$ cat src/rtl/axi4_lite_pkg.sv
// Shared types for the AXI4-Lite to SRAM bridge: response codes and FSM state encodings.
package axi4_lite_pkg;

  typedef enum logic [1:0] {
    OKAY   = 2'b00,
    EXOKAY = 2'b01,
    SLVERR = 2'b10,
    DECERR = 2'b11
  } resp_t;

  typedef enum logic [1:0] {
    WR_IDLE,
    WR_HAVE_AW,
    WR_HAVE_W,
    WR_RESP
  } wr_state_e;

  typedef enum logic [1:0] {
    RD_IDLE,
    RD_WAIT,
    RD_RESP
  } rd_state_e;

endpackage

$ cat src/rtl/axi4_lite_mem_bridge_if.sv
// AXI4-Lite slave channels plus the SRAM-side strobes of the bridge, bundled as one interface.
interface axi4_lite_mem_bridge_if #(
  parameter int AXI_ALEN = 32,
  parameter int DLEN     = 32,
  parameter int MEM_ALEN = 4
);
  localparam int SLEN = DLEN / 8;

  logic                axi_awvalid, axi_awready;
  logic [AXI_ALEN-1:0] axi_awaddr;
  logic                axi_wvalid, axi_wready;
  logic [DLEN-1:0]     axi_wdata;
  logic [SLEN-1:0]     axi_wstrb;
  logic                axi_bvalid, axi_bready;
  logic [1:0]          axi_bresp;
  logic                axi_arvalid, axi_arready;
  logic [AXI_ALEN-1:0] axi_araddr;
  logic                axi_rvalid, axi_rready;
  logic [DLEN-1:0]     axi_rdata;
  logic [1:0]          axi_rresp;
  logic                mem_wen;
  logic [MEM_ALEN-1:0] mem_waddr;
  logic [DLEN-1:0]     mem_wdata;
  logic [SLEN-1:0]     mem_wstrb;
  logic                mem_ren;
  logic [MEM_ALEN-1:0] mem_raddr;
  logic [DLEN-1:0]     mem_rdata;
  logic                mem_rvalid;

  // Bridge side: AXI slave, memory master.
  modport slave (
    input  axi_awvalid, axi_awaddr, axi_wvalid, axi_wdata, axi_wstrb, axi_bready,
           axi_arvalid, axi_araddr, axi_rready, mem_rdata, mem_rvalid,
    output axi_awready, axi_wready, axi_bvalid, axi_bresp, axi_arready,
           axi_rvalid, axi_rdata, axi_rresp,
           mem_wen, mem_waddr, mem_wdata, mem_wstrb, mem_ren, mem_raddr
  );

  // Environment side: AXI master and memory responder.
  modport master (
    output axi_awvalid, axi_awaddr, axi_wvalid, axi_wdata, axi_wstrb, axi_bready,
           axi_arvalid, axi_araddr, axi_rready, mem_rdata, mem_rvalid,
    input  axi_awready, axi_wready, axi_bvalid, axi_bresp, axi_arready,
           axi_rvalid, axi_rdata, axi_rresp,
           mem_wen, mem_waddr, mem_wdata, mem_wstrb, mem_ren, mem_raddr
  );

endinterface

$ cat src/rtl/axi4_lite_mem_rd_ctrl.sv
// Read path of the bridge: AR decode, one-cycle mem_ren, variable-latency wait with timeout, R response.
module axi4_lite_mem_rd_ctrl
  import axi4_lite_pkg::*;
#(
  parameter int                  AXI_ALEN   = 32,
  parameter int                  DLEN       = 32,
  parameter int                  SLEN       = DLEN / 8,
  parameter int                  MEM_ALEN   = 4,
  parameter logic [AXI_ALEN-1:0] BASE_ADDR  = 'h4000_0000,
  parameter int                  RD_TIMEOUT = 16
) (
  input  logic                clk,
  input  logic                rstn,
  input  logic                arvalid,
  output logic                arready,
  input  logic [AXI_ALEN-1:0] araddr,
  output logic                rvalid,
  input  logic                rready,
  output logic [DLEN-1:0]     rdata,
  output logic [1:0]          rresp,
  output logic                mem_ren,
  output logic [MEM_ALEN-1:0] mem_raddr,
  input  logic [DLEN-1:0]     mem_rdata,
  input  logic                mem_rvalid
);

  localparam int            ADDR_LSB = $clog2(SLEN);
  localparam int            HI       = ADDR_LSB + MEM_ALEN;
  localparam int            CW       = $clog2(RD_TIMEOUT + 1);
  localparam logic [CW-1:0] TO_LAST  = CW'(RD_TIMEOUT - 1);

  function automatic logic in_range(input logic [AXI_ALEN-1:0] a);
    return (a >> HI) == (BASE_ADDR >> HI);
  endfunction

  rd_state_e           state, state_nx;
  logic [CW-1:0]       cnt_q;
  logic [MEM_ALEN-1:0] raddr_q;
  logic                ren_q;
  logic [DLEN-1:0]     rdata_q;
  resp_t               rresp_q;
  logic                ar_hs, hit, timeout;

  assign hit     = in_range(araddr);
  assign ar_hs   = arvalid && (state == RD_IDLE);
  assign timeout = (cnt_q == TO_LAST);

  always_ff @(posedge clk or negedge rstn) begin
    if (!rstn) state <= RD_IDLE;
    else       state <= state_nx;
  end

  always_comb begin
    state_nx = state;
    arready  = 1'b0;
    case (state)
      RD_IDLE: begin
        arready = 1'b1;
        if (arvalid) state_nx = hit ? RD_WAIT : RD_RESP;
      end
      RD_WAIT: if (mem_rvalid || timeout) state_nx = RD_RESP;
      RD_RESP: if (rready) state_nx = RD_IDLE;
      default: state_nx = RD_IDLE;
    endcase
  end

  // Data capture: memory data wins over a timeout landing in the same cycle.
  always_ff @(posedge clk or negedge rstn) begin
    if (!rstn) begin
      cnt_q   <= '0;
      raddr_q <= '0;
      ren_q   <= 1'b0;
      rdata_q <= '0;
      rresp_q <= OKAY;
    end else begin
      ren_q <= ar_hs && hit;
      if (ar_hs) begin
        raddr_q <= araddr[ADDR_LSB +: MEM_ALEN];
        cnt_q   <= '0;
        if (!hit) begin
          rdata_q <= '0;
          rresp_q <= DECERR;
        end
      end else if (state == RD_WAIT) begin
        if (mem_rvalid) begin
          rdata_q <= mem_rdata;
          rresp_q <= OKAY;
        end else begin
          cnt_q <= cnt_q + 1'b1;
          if (timeout) begin
            rdata_q <= '0;
            rresp_q <= SLVERR;
          end
        end
      end
    end
  end

  assign rvalid    = (state == RD_RESP);
  assign rdata     = rdata_q;
  assign rresp     = rresp_q;
  assign mem_ren   = ren_q;
  assign mem_raddr = raddr_q;

endmodule

$ cat src/rtl/axi4_lite_mem_bridge.sv
// AXI4-Lite slave to SRAM bridge: write FSM with independent AW/W ordering here, read path in a sub-module.
module axi4_lite_mem_bridge
  import axi4_lite_pkg::*;
#(
  parameter int                  AXI_ALEN   = 32,
  parameter int                  DLEN       = 32,
  parameter int                  SLEN       = DLEN / 8,
  parameter int                  MEM_ALEN   = 4,
  parameter logic [AXI_ALEN-1:0] BASE_ADDR  = 'h4000_0000,
  parameter int                  RD_TIMEOUT = 16
) (
  input  logic                   clk,
  input  logic                   rstn,
  axi4_lite_mem_bridge_if.slave  bus
);

  localparam int ADDR_LSB = $clog2(SLEN);
  localparam int HI       = ADDR_LSB + MEM_ALEN;

  function automatic logic in_range(input logic [AXI_ALEN-1:0] a);
    return (a >> HI) == (BASE_ADDR >> HI);
  endfunction

  wr_state_e           state, state_nx;
  logic                awready, wready, go;
  logic                aw_hs, w_hs;
  logic [MEM_ALEN-1:0] waddr_q, waddr_nx;
  logic                hit_q, hit_nx;
  logic [DLEN-1:0]     wdata_q;
  logic [SLEN-1:0]     wstrb_q, wstrb_nx;
  logic                wen_q;
  resp_t               bresp_q;

  assign aw_hs    = bus.axi_awvalid && awready;
  assign w_hs     = bus.axi_wvalid && wready;
  assign waddr_nx = aw_hs ? bus.axi_awaddr[ADDR_LSB +: MEM_ALEN] : waddr_q;
  assign hit_nx   = aw_hs ? in_range(bus.axi_awaddr) : hit_q;
  assign wstrb_nx = w_hs ? bus.axi_wstrb : wstrb_q;

  always_ff @(posedge clk or negedge rstn) begin
    if (!rstn) state <= WR_IDLE;
    else       state <= state_nx;
  end

  // go marks the cycle in which the second of AW/W is accepted.
  always_comb begin
    state_nx = state;
    awready  = 1'b0;
    wready   = 1'b0;
    go       = 1'b0;
    case (state)
      WR_IDLE: begin
        awready = 1'b1;
        wready  = 1'b1;
        if (bus.axi_awvalid && bus.axi_wvalid) begin
          go       = 1'b1;
          state_nx = WR_RESP;
        end else if (bus.axi_awvalid) state_nx = WR_HAVE_AW;
        else if (bus.axi_wvalid)      state_nx = WR_HAVE_W;
      end
      WR_HAVE_AW: begin
        wready = 1'b1;
        if (bus.axi_wvalid) begin
          go       = 1'b1;
          state_nx = WR_RESP;
        end
      end
      WR_HAVE_W: begin
        awready = 1'b1;
        if (bus.axi_awvalid) begin
          go       = 1'b1;
          state_nx = WR_RESP;
        end
      end
      WR_RESP: if (bus.axi_bready) state_nx = WR_IDLE;
      default: state_nx = WR_IDLE;
    endcase
  end

  always_ff @(posedge clk or negedge rstn) begin
    if (!rstn) begin
      waddr_q <= '0;
      hit_q   <= 1'b0;
      wdata_q <= '0;
      wstrb_q <= '0;
      wen_q   <= 1'b0;
      bresp_q <= OKAY;
    end else begin
      waddr_q <= waddr_nx;
      hit_q   <= hit_nx;
      wstrb_q <= wstrb_nx;
      if (w_hs) wdata_q <= bus.axi_wdata;
      wen_q <= go && hit_nx && (|wstrb_nx);
      if (go)                                         bresp_q <= hit_nx ? OKAY : DECERR;
      else if (state == WR_RESP && bus.axi_bready)    bresp_q <= OKAY;
    end
  end

  assign bus.axi_awready = awready;
  assign bus.axi_wready  = wready;
  assign bus.axi_bvalid  = (state == WR_RESP);
  assign bus.axi_bresp   = bresp_q;
  assign bus.mem_wen     = wen_q;
  assign bus.mem_waddr   = waddr_q;
  assign bus.mem_wdata   = wdata_q;
  assign bus.mem_wstrb   = wstrb_q;

  axi4_lite_mem_rd_ctrl #(
    .AXI_ALEN  (AXI_ALEN),
    .DLEN      (DLEN),
    .SLEN      (SLEN),
    .MEM_ALEN  (MEM_ALEN),
    .BASE_ADDR (BASE_ADDR),
    .RD_TIMEOUT(RD_TIMEOUT)
  ) u_rd (
    .clk       (clk),
    .rstn      (rstn),
    .arvalid   (bus.axi_arvalid),
    .arready   (bus.axi_arready),
    .araddr    (bus.axi_araddr),
    .rvalid    (bus.axi_rvalid),
    .rready    (bus.axi_rready),
    .rdata     (bus.axi_rdata),
    .rresp     (bus.axi_rresp),
    .mem_ren   (bus.mem_ren),
    .mem_raddr (bus.mem_raddr),
    .mem_rdata (bus.mem_rdata),
    .mem_rvalid(bus.mem_rvalid)
  );

endmodule
$ cat src/flat_wrapper.sv
// flat-port wrapper written by rule: the top's interface ports become plain ports
module axi4_lite_mem_bridge_flat import axi4_lite_pkg::*;
#(
  parameter int                  AXI_ALEN   = 32,
  parameter int                  DLEN       = 32,
  parameter int                  SLEN       = DLEN / 8,
  parameter int                  MEM_ALEN   = 4,
  parameter logic [AXI_ALEN-1:0] BASE_ADDR  = 'h4000_0000,
  parameter int                  RD_TIMEOUT = 16
)
  (clk, rstn, bus_axi_awvalid, bus_axi_awaddr, bus_axi_wvalid, bus_axi_wdata, bus_axi_wstrb, bus_axi_bready, bus_axi_arvalid, bus_axi_araddr, bus_axi_rready, bus_mem_rdata, bus_mem_rvalid, bus_axi_awready, bus_axi_wready, bus_axi_bvalid, bus_axi_bresp, bus_axi_arready, bus_axi_rvalid, bus_axi_rdata, bus_axi_rresp, bus_mem_wen, bus_mem_waddr, bus_mem_wdata, bus_mem_wstrb, bus_mem_ren, bus_mem_raddr);
  axi4_lite_mem_bridge_if #(.AXI_ALEN(AXI_ALEN), .DLEN(DLEN), .MEM_ALEN(MEM_ALEN)) bus_i ();
  input  logic clk;
  input  logic rstn;
  input wire logic [$bits(bus_i.axi_awvalid)-1:0] bus_axi_awvalid;
  input wire logic [$bits(bus_i.axi_awaddr)-1:0] bus_axi_awaddr;
  input wire logic [$bits(bus_i.axi_wvalid)-1:0] bus_axi_wvalid;
  input wire logic [$bits(bus_i.axi_wdata)-1:0] bus_axi_wdata;
  input wire logic [$bits(bus_i.axi_wstrb)-1:0] bus_axi_wstrb;
  input wire logic [$bits(bus_i.axi_bready)-1:0] bus_axi_bready;
  input wire logic [$bits(bus_i.axi_arvalid)-1:0] bus_axi_arvalid;
  input wire logic [$bits(bus_i.axi_araddr)-1:0] bus_axi_araddr;
  input wire logic [$bits(bus_i.axi_rready)-1:0] bus_axi_rready;
  input wire logic [$bits(bus_i.mem_rdata)-1:0] bus_mem_rdata;
  input wire logic [$bits(bus_i.mem_rvalid)-1:0] bus_mem_rvalid;
  output wire logic [$bits(bus_i.axi_awready)-1:0] bus_axi_awready;
  output wire logic [$bits(bus_i.axi_wready)-1:0] bus_axi_wready;
  output wire logic [$bits(bus_i.axi_bvalid)-1:0] bus_axi_bvalid;
  output wire logic [$bits(bus_i.axi_bresp)-1:0] bus_axi_bresp;
  output wire logic [$bits(bus_i.axi_arready)-1:0] bus_axi_arready;
  output wire logic [$bits(bus_i.axi_rvalid)-1:0] bus_axi_rvalid;
  output wire logic [$bits(bus_i.axi_rdata)-1:0] bus_axi_rdata;
  output wire logic [$bits(bus_i.axi_rresp)-1:0] bus_axi_rresp;
  output wire logic [$bits(bus_i.mem_wen)-1:0] bus_mem_wen;
  output wire logic [$bits(bus_i.mem_waddr)-1:0] bus_mem_waddr;
  output wire logic [$bits(bus_i.mem_wdata)-1:0] bus_mem_wdata;
  output wire logic [$bits(bus_i.mem_wstrb)-1:0] bus_mem_wstrb;
  output wire logic [$bits(bus_i.mem_ren)-1:0] bus_mem_ren;
  output wire logic [$bits(bus_i.mem_raddr)-1:0] bus_mem_raddr;
  assign bus_i.axi_awvalid = bus_axi_awvalid;
  assign bus_i.axi_awaddr = bus_axi_awaddr;
  assign bus_i.axi_wvalid = bus_axi_wvalid;
  assign bus_i.axi_wdata = bus_axi_wdata;
  assign bus_i.axi_wstrb = bus_axi_wstrb;
  assign bus_i.axi_bready = bus_axi_bready;
  assign bus_i.axi_arvalid = bus_axi_arvalid;
  assign bus_i.axi_araddr = bus_axi_araddr;
  assign bus_i.axi_rready = bus_axi_rready;
  assign bus_i.mem_rdata = bus_mem_rdata;
  assign bus_i.mem_rvalid = bus_mem_rvalid;
  assign bus_axi_awready = bus_i.axi_awready;
  assign bus_axi_wready = bus_i.axi_wready;
  assign bus_axi_bvalid = bus_i.axi_bvalid;
  assign bus_axi_bresp = bus_i.axi_bresp;
  assign bus_axi_arready = bus_i.axi_arready;
  assign bus_axi_rvalid = bus_i.axi_rvalid;
  assign bus_axi_rdata = bus_i.axi_rdata;
  assign bus_axi_rresp = bus_i.axi_rresp;
  assign bus_mem_wen = bus_i.mem_wen;
  assign bus_mem_waddr = bus_i.mem_waddr;
  assign bus_mem_wdata = bus_i.mem_wdata;
  assign bus_mem_wstrb = bus_i.mem_wstrb;
  assign bus_mem_ren = bus_i.mem_ren;
  assign bus_mem_raddr = bus_i.mem_raddr;
  axi4_lite_mem_bridge #(.AXI_ALEN(AXI_ALEN), .DLEN(DLEN), .SLEN(SLEN), .MEM_ALEN(MEM_ALEN), .BASE_ADDR(BASE_ADDR), .RD_TIMEOUT(RD_TIMEOUT)) u_core (.clk(clk), .rstn(rstn), .bus(bus_i));
endmodule
$ cat config.mk
export PLATFORM = sky130hd
export DESIGN_NAME = axi4_lite_mem_bridge_flat
export DESIGN_NICKNAME = d
export VERILOG_FILES = /design/src/rtl/axi4_lite_pkg.sv /design/src/rtl/axi4_lite_mem_bridge_if.sv /design/src/rtl/axi4_lite_mem_rd_ctrl.sv /design/src/rtl/axi4_lite_mem_bridge.sv /design/src/flat_wrapper.sv
export SDC_FILE = /design/constraint.sdc
export NUM_CORES = 1
export LEC_CHECK = 0
export CORE_MARGIN = 2
export CORE_UTILIZATION = 41
export CTS_CLUSTER_DIAMETER = 60
export CTS_CLUSTER_SIZE = 12
export DETAILED_ROUTE_END_ITERATION = 10
export GPL_ROUTABILITY_DRIVEN = 0
export PLACE_DENSITY_LB_ADDON = 0.1
export SLEW_MARGIN = 20
export SYNTH_ARGS = -nofsm -noshare
export SYNTH_HDL_FRONTEND = slang
export SYNTH_SLANG_ARGS = --single-unit
export TNS_END_PERCENT = 30
$ cat constraint.sdc
create_clock -name clk -period 5.69 [get_ports clk]
set_clock_uncertainty 0.15 [all_clocks]
set_input_delay 0.8535 -clock clk [delete_from_list [all_inputs] [get_ports clk]]
set_output_delay 0.8535 -clock clk [all_outputs]
set_load 0.05 [all_outputs]
==> summary.md <==
| Metric | Value |
|---|---|
| CTS buffer count | `9` |
| Post-synthesis sequential area ratio | `59.7%` |
| Num ports | `227` |
| Worst-skew pair later-pin latency | `0.35 ns` |
| Reg clk slew, reported paths | `0.09 ns` |
| Area Growth Syn to Fin | `64.8%` |
| DRC Markers | `0` |
| #FFs+latches synth | `91` |
| Setup TNS | `0 ns` |
| Die area | `10,100 um^2` |
| Gr usage total | `20.0%` |
| Distinct cell type count after synthesis | `37` |
| Power Internal | `1600 uW` |
| Hold Fails Final Rpt | `0` |
| HPWL after DPL | `7640 um` |
| Max Slew Vio Count | `0` |
| CTS max path bufs | `2` |
| DR pass1 iterations | `4` |
| Via count | `3,128` |
| Crit. End Element | `output port` |
| # hold bufs at CTS | `0` |
| P_leak | `0.00268 uW` |
| Worst hold path type | `reg -> reg` |
| Core ar. | `9150 um^2` |
| Largest net degree at the start of global routing | `92` |
| First-pass GRT wire length | `15,700 um` |
| Peak supply drop | `0.000215 V` |
| Comb pwr share | `53.1%` |
| Synth Instances | `275` |
| Sequential Power Share | `31.9%` |
| Share of cells above drive strength 1 | `15.0%` |
| Top cells by area, synth | `dfrtp_1 (60%), mux2_2 (14%), a22o_1 (8.7%)` |
| Switch Pwr | `1210 uW` |
| WP data required | `4.69 ns` |
| Die Span Y | `100 um` |
| PortBufs | `222` |
| Fmax | `0.313 GHz` |
| CTS tree | `done` |
| Yosys warnings | `0` |
| Root Buffer | `clkbuf_8` |
| Antenna viol nets, final | `0` |
| H-tree levels | `3` |
| Initial Utilization | `41.7%` |
| Final cell count without fillers | `612` |
| Detailed Route WL | `10,100 um` |
| Post-synth EDFFs | `0` |
| Worst slew margin | `46.1%` |
| Synth top area share | `59.7%` |
| Placed Instances | `597` |
| Vias per cell | `5.11` |
| Post-synth top cells | `dfrtp_1 (91), mux2_2 (46), a22o_1 (38)` |
| Initial antenna violation count | `0` |
| Clock sinks | `91` |
| Critical Path AT | `2.19 ns` |
| Pwr dens | `448 nW/um^2` |
| Worst Tran Pin Value | `0.809 ns` |
| CP Max Fanout | `8` |
| Crit Path Category | `reg -> out` |
| GRT Residual Overflow | `0` |
| Synth Net Count | `422` |
| Yosys top cell by area | `dfrtp_1` |
| Vias in the first global route | `3,161` |
| Final setup vio count | `0` |
| Final Cycle Share | `56.2%` |
| Max Cap Viol | `0` |
| Avg WL per Cell | `16.5 um` |
| Sw Share | `43.1%` |
| Synth async-reset ratio | `100%` |
| NumNets Final | `644` |
| Avg Inst Size Synth | `13.9 um^2` |
| Main flop type after synthesis | `dfrtp_1` |
| Dominant cell by count in the synthesized netlist | `dfrtp_1` |
| Hold_ws | `0.355 ns` |
| Cell area after synthesis | `3820 um^2` |
| Row count | `35` |
| Tmin final | `3.20 ns` |
| Post-CTS resize count | `0` |
| Initial DRC count | `71` |
| Startpoint types | `flop` |
| Unrepaired setup endpoints after global routing | `no` |
| Die X | `100 um` |
| ANT cells | `0` |
| Status | `complete, no violations` |
| Post-CTS Setup Bufs | `0` |
| Clk pwr share | `15.1%` |
cell families (layout without fill, tap and decap cells):
family	after synthesis	count (layout)	synth area share, %
AOI/OAI and AO/OA	60	60	13.1
adders and majority gates	7	7	2.29
buffers and inverters	22	248	3.51
DFF	91	91	59.7
muxes	50	50	14.6
and+or+nand+nor	45	45	6.82
final cells by class:
type / instances / area [um^2]
inverters: 8 / 30.0
well taps: 111 / 139
fillers: 687 / 2860
multi-input cells: 162 / 1410
clock inverters: 6 / 65.1
clock buffers: 9 / 124
flip-flops and latches: 91 / 2280
repair buffers: 225 / 2250
cells in the final DEF (no fill, tap or decap), types with 2 or more instances in the layout:
cell / instances
nand2b_1: 2
mux2_2: 46
nand4_1: 3
o21ai_2: 2
nand2_1: 8
clkinv_2: 2
nor2_1: 7
a21oi_1: 4
clkbuf_8: 9
dfrtp_1: 91
o21bai_1: 2
a22o_1: 38
buf_4: 3
nor4_1: 10
mux2i_1: 4
a22oi_1: 2
inv_1: 8
ha_1: 7
nand3_1: 2
clkdlybuf4s50_1: 221
o21ai_0: 6
or2_2: 3
layer usage:
layer,GRT usage [%],routed length (um),up-vias
li1,-,-,1458
met4,8.22,212,0
met2,33.9,5120,130
met5,0,0,-
met1,24.8,4110,1528
met3,4.37,680,12
worst max-delay path, cell delays in order, from the launching register on:
cell,delay (ns)
dfrtp_1,0.41
inv_1,0.09
ha_1,0.29
or2_2,0.33
clkdlybuf4s50_1,0.72
through the flow:
| stage | utilization (%) | area (um^2) | setup slack [ns] | power [uW] |
|---|---|---|---|---|
| 6_report | 68.7 | 6290 | 2.49 | 2820 |
| 5_1_grt | 68.7 | 6290 | 2.38 | 2940 |
| 4_1_cts | 68.7 | 6290 | 2.47 | 2850 |
| 3_5_place_dp | 66.6 | 6100 | 2.70 | 2420 |
| 3_3_place_gp | 66.6 | 6100 | 2.71 | 2390 |
| 2_1_floorplan | - | 3820 | 3.45 | 1890 |
final timing paths:
check / from / endpoint / slack (ns) / cells past startpoint
max in group asynchronous: rstn / u_core.u_rd.cnt_q[2] / 4.42 / 1
worst min-delay path: u_core.u_rd.rdata[9] / u_core.u_rd.rdata[9] / 0.36 / 1
min in group asynchronous: rstn / u_core.hit_q / 0.39 / 1
worst min register to register: u_core.u_rd.rdata[9] / u_core.u_rd.rdata[9] / 0.36 / 1
worst max-delay path: u_core.state[0] / bus_axi_wready / 2.49 / 4
worst max register to register: u_core.u_rd.cnt_q[0] / u_core.u_rd.rdata[5] / 3.09 / 8
flip-flops by register name, indices dropped and copies added (netlist names), 2 cells and up:
name and count:
u_core.u_rd.state 2, u_core.u_rd.mem_raddr 4, u_core.u_rd.rdata 32, u_core.u_rd.cnt_q 5, u_core.bus.mem_wstrb 4, u_core.state 2, u_core.u_rd.rresp 2, u_core.bus.mem_wdata 32
u_core.bus.mem_waddr 4
power by group through the flow:
stage,combinational [uW],clock (uW),sequential (uW)
final,1490,424,898
after global routing,1560,465,920
after global placement,1490,0,903
after detailed placement,1500,0,915
after floorplan,432,0,1460
after CTS,1510,441,900
No activity file was read; power rests on OpenSTA's default activity.
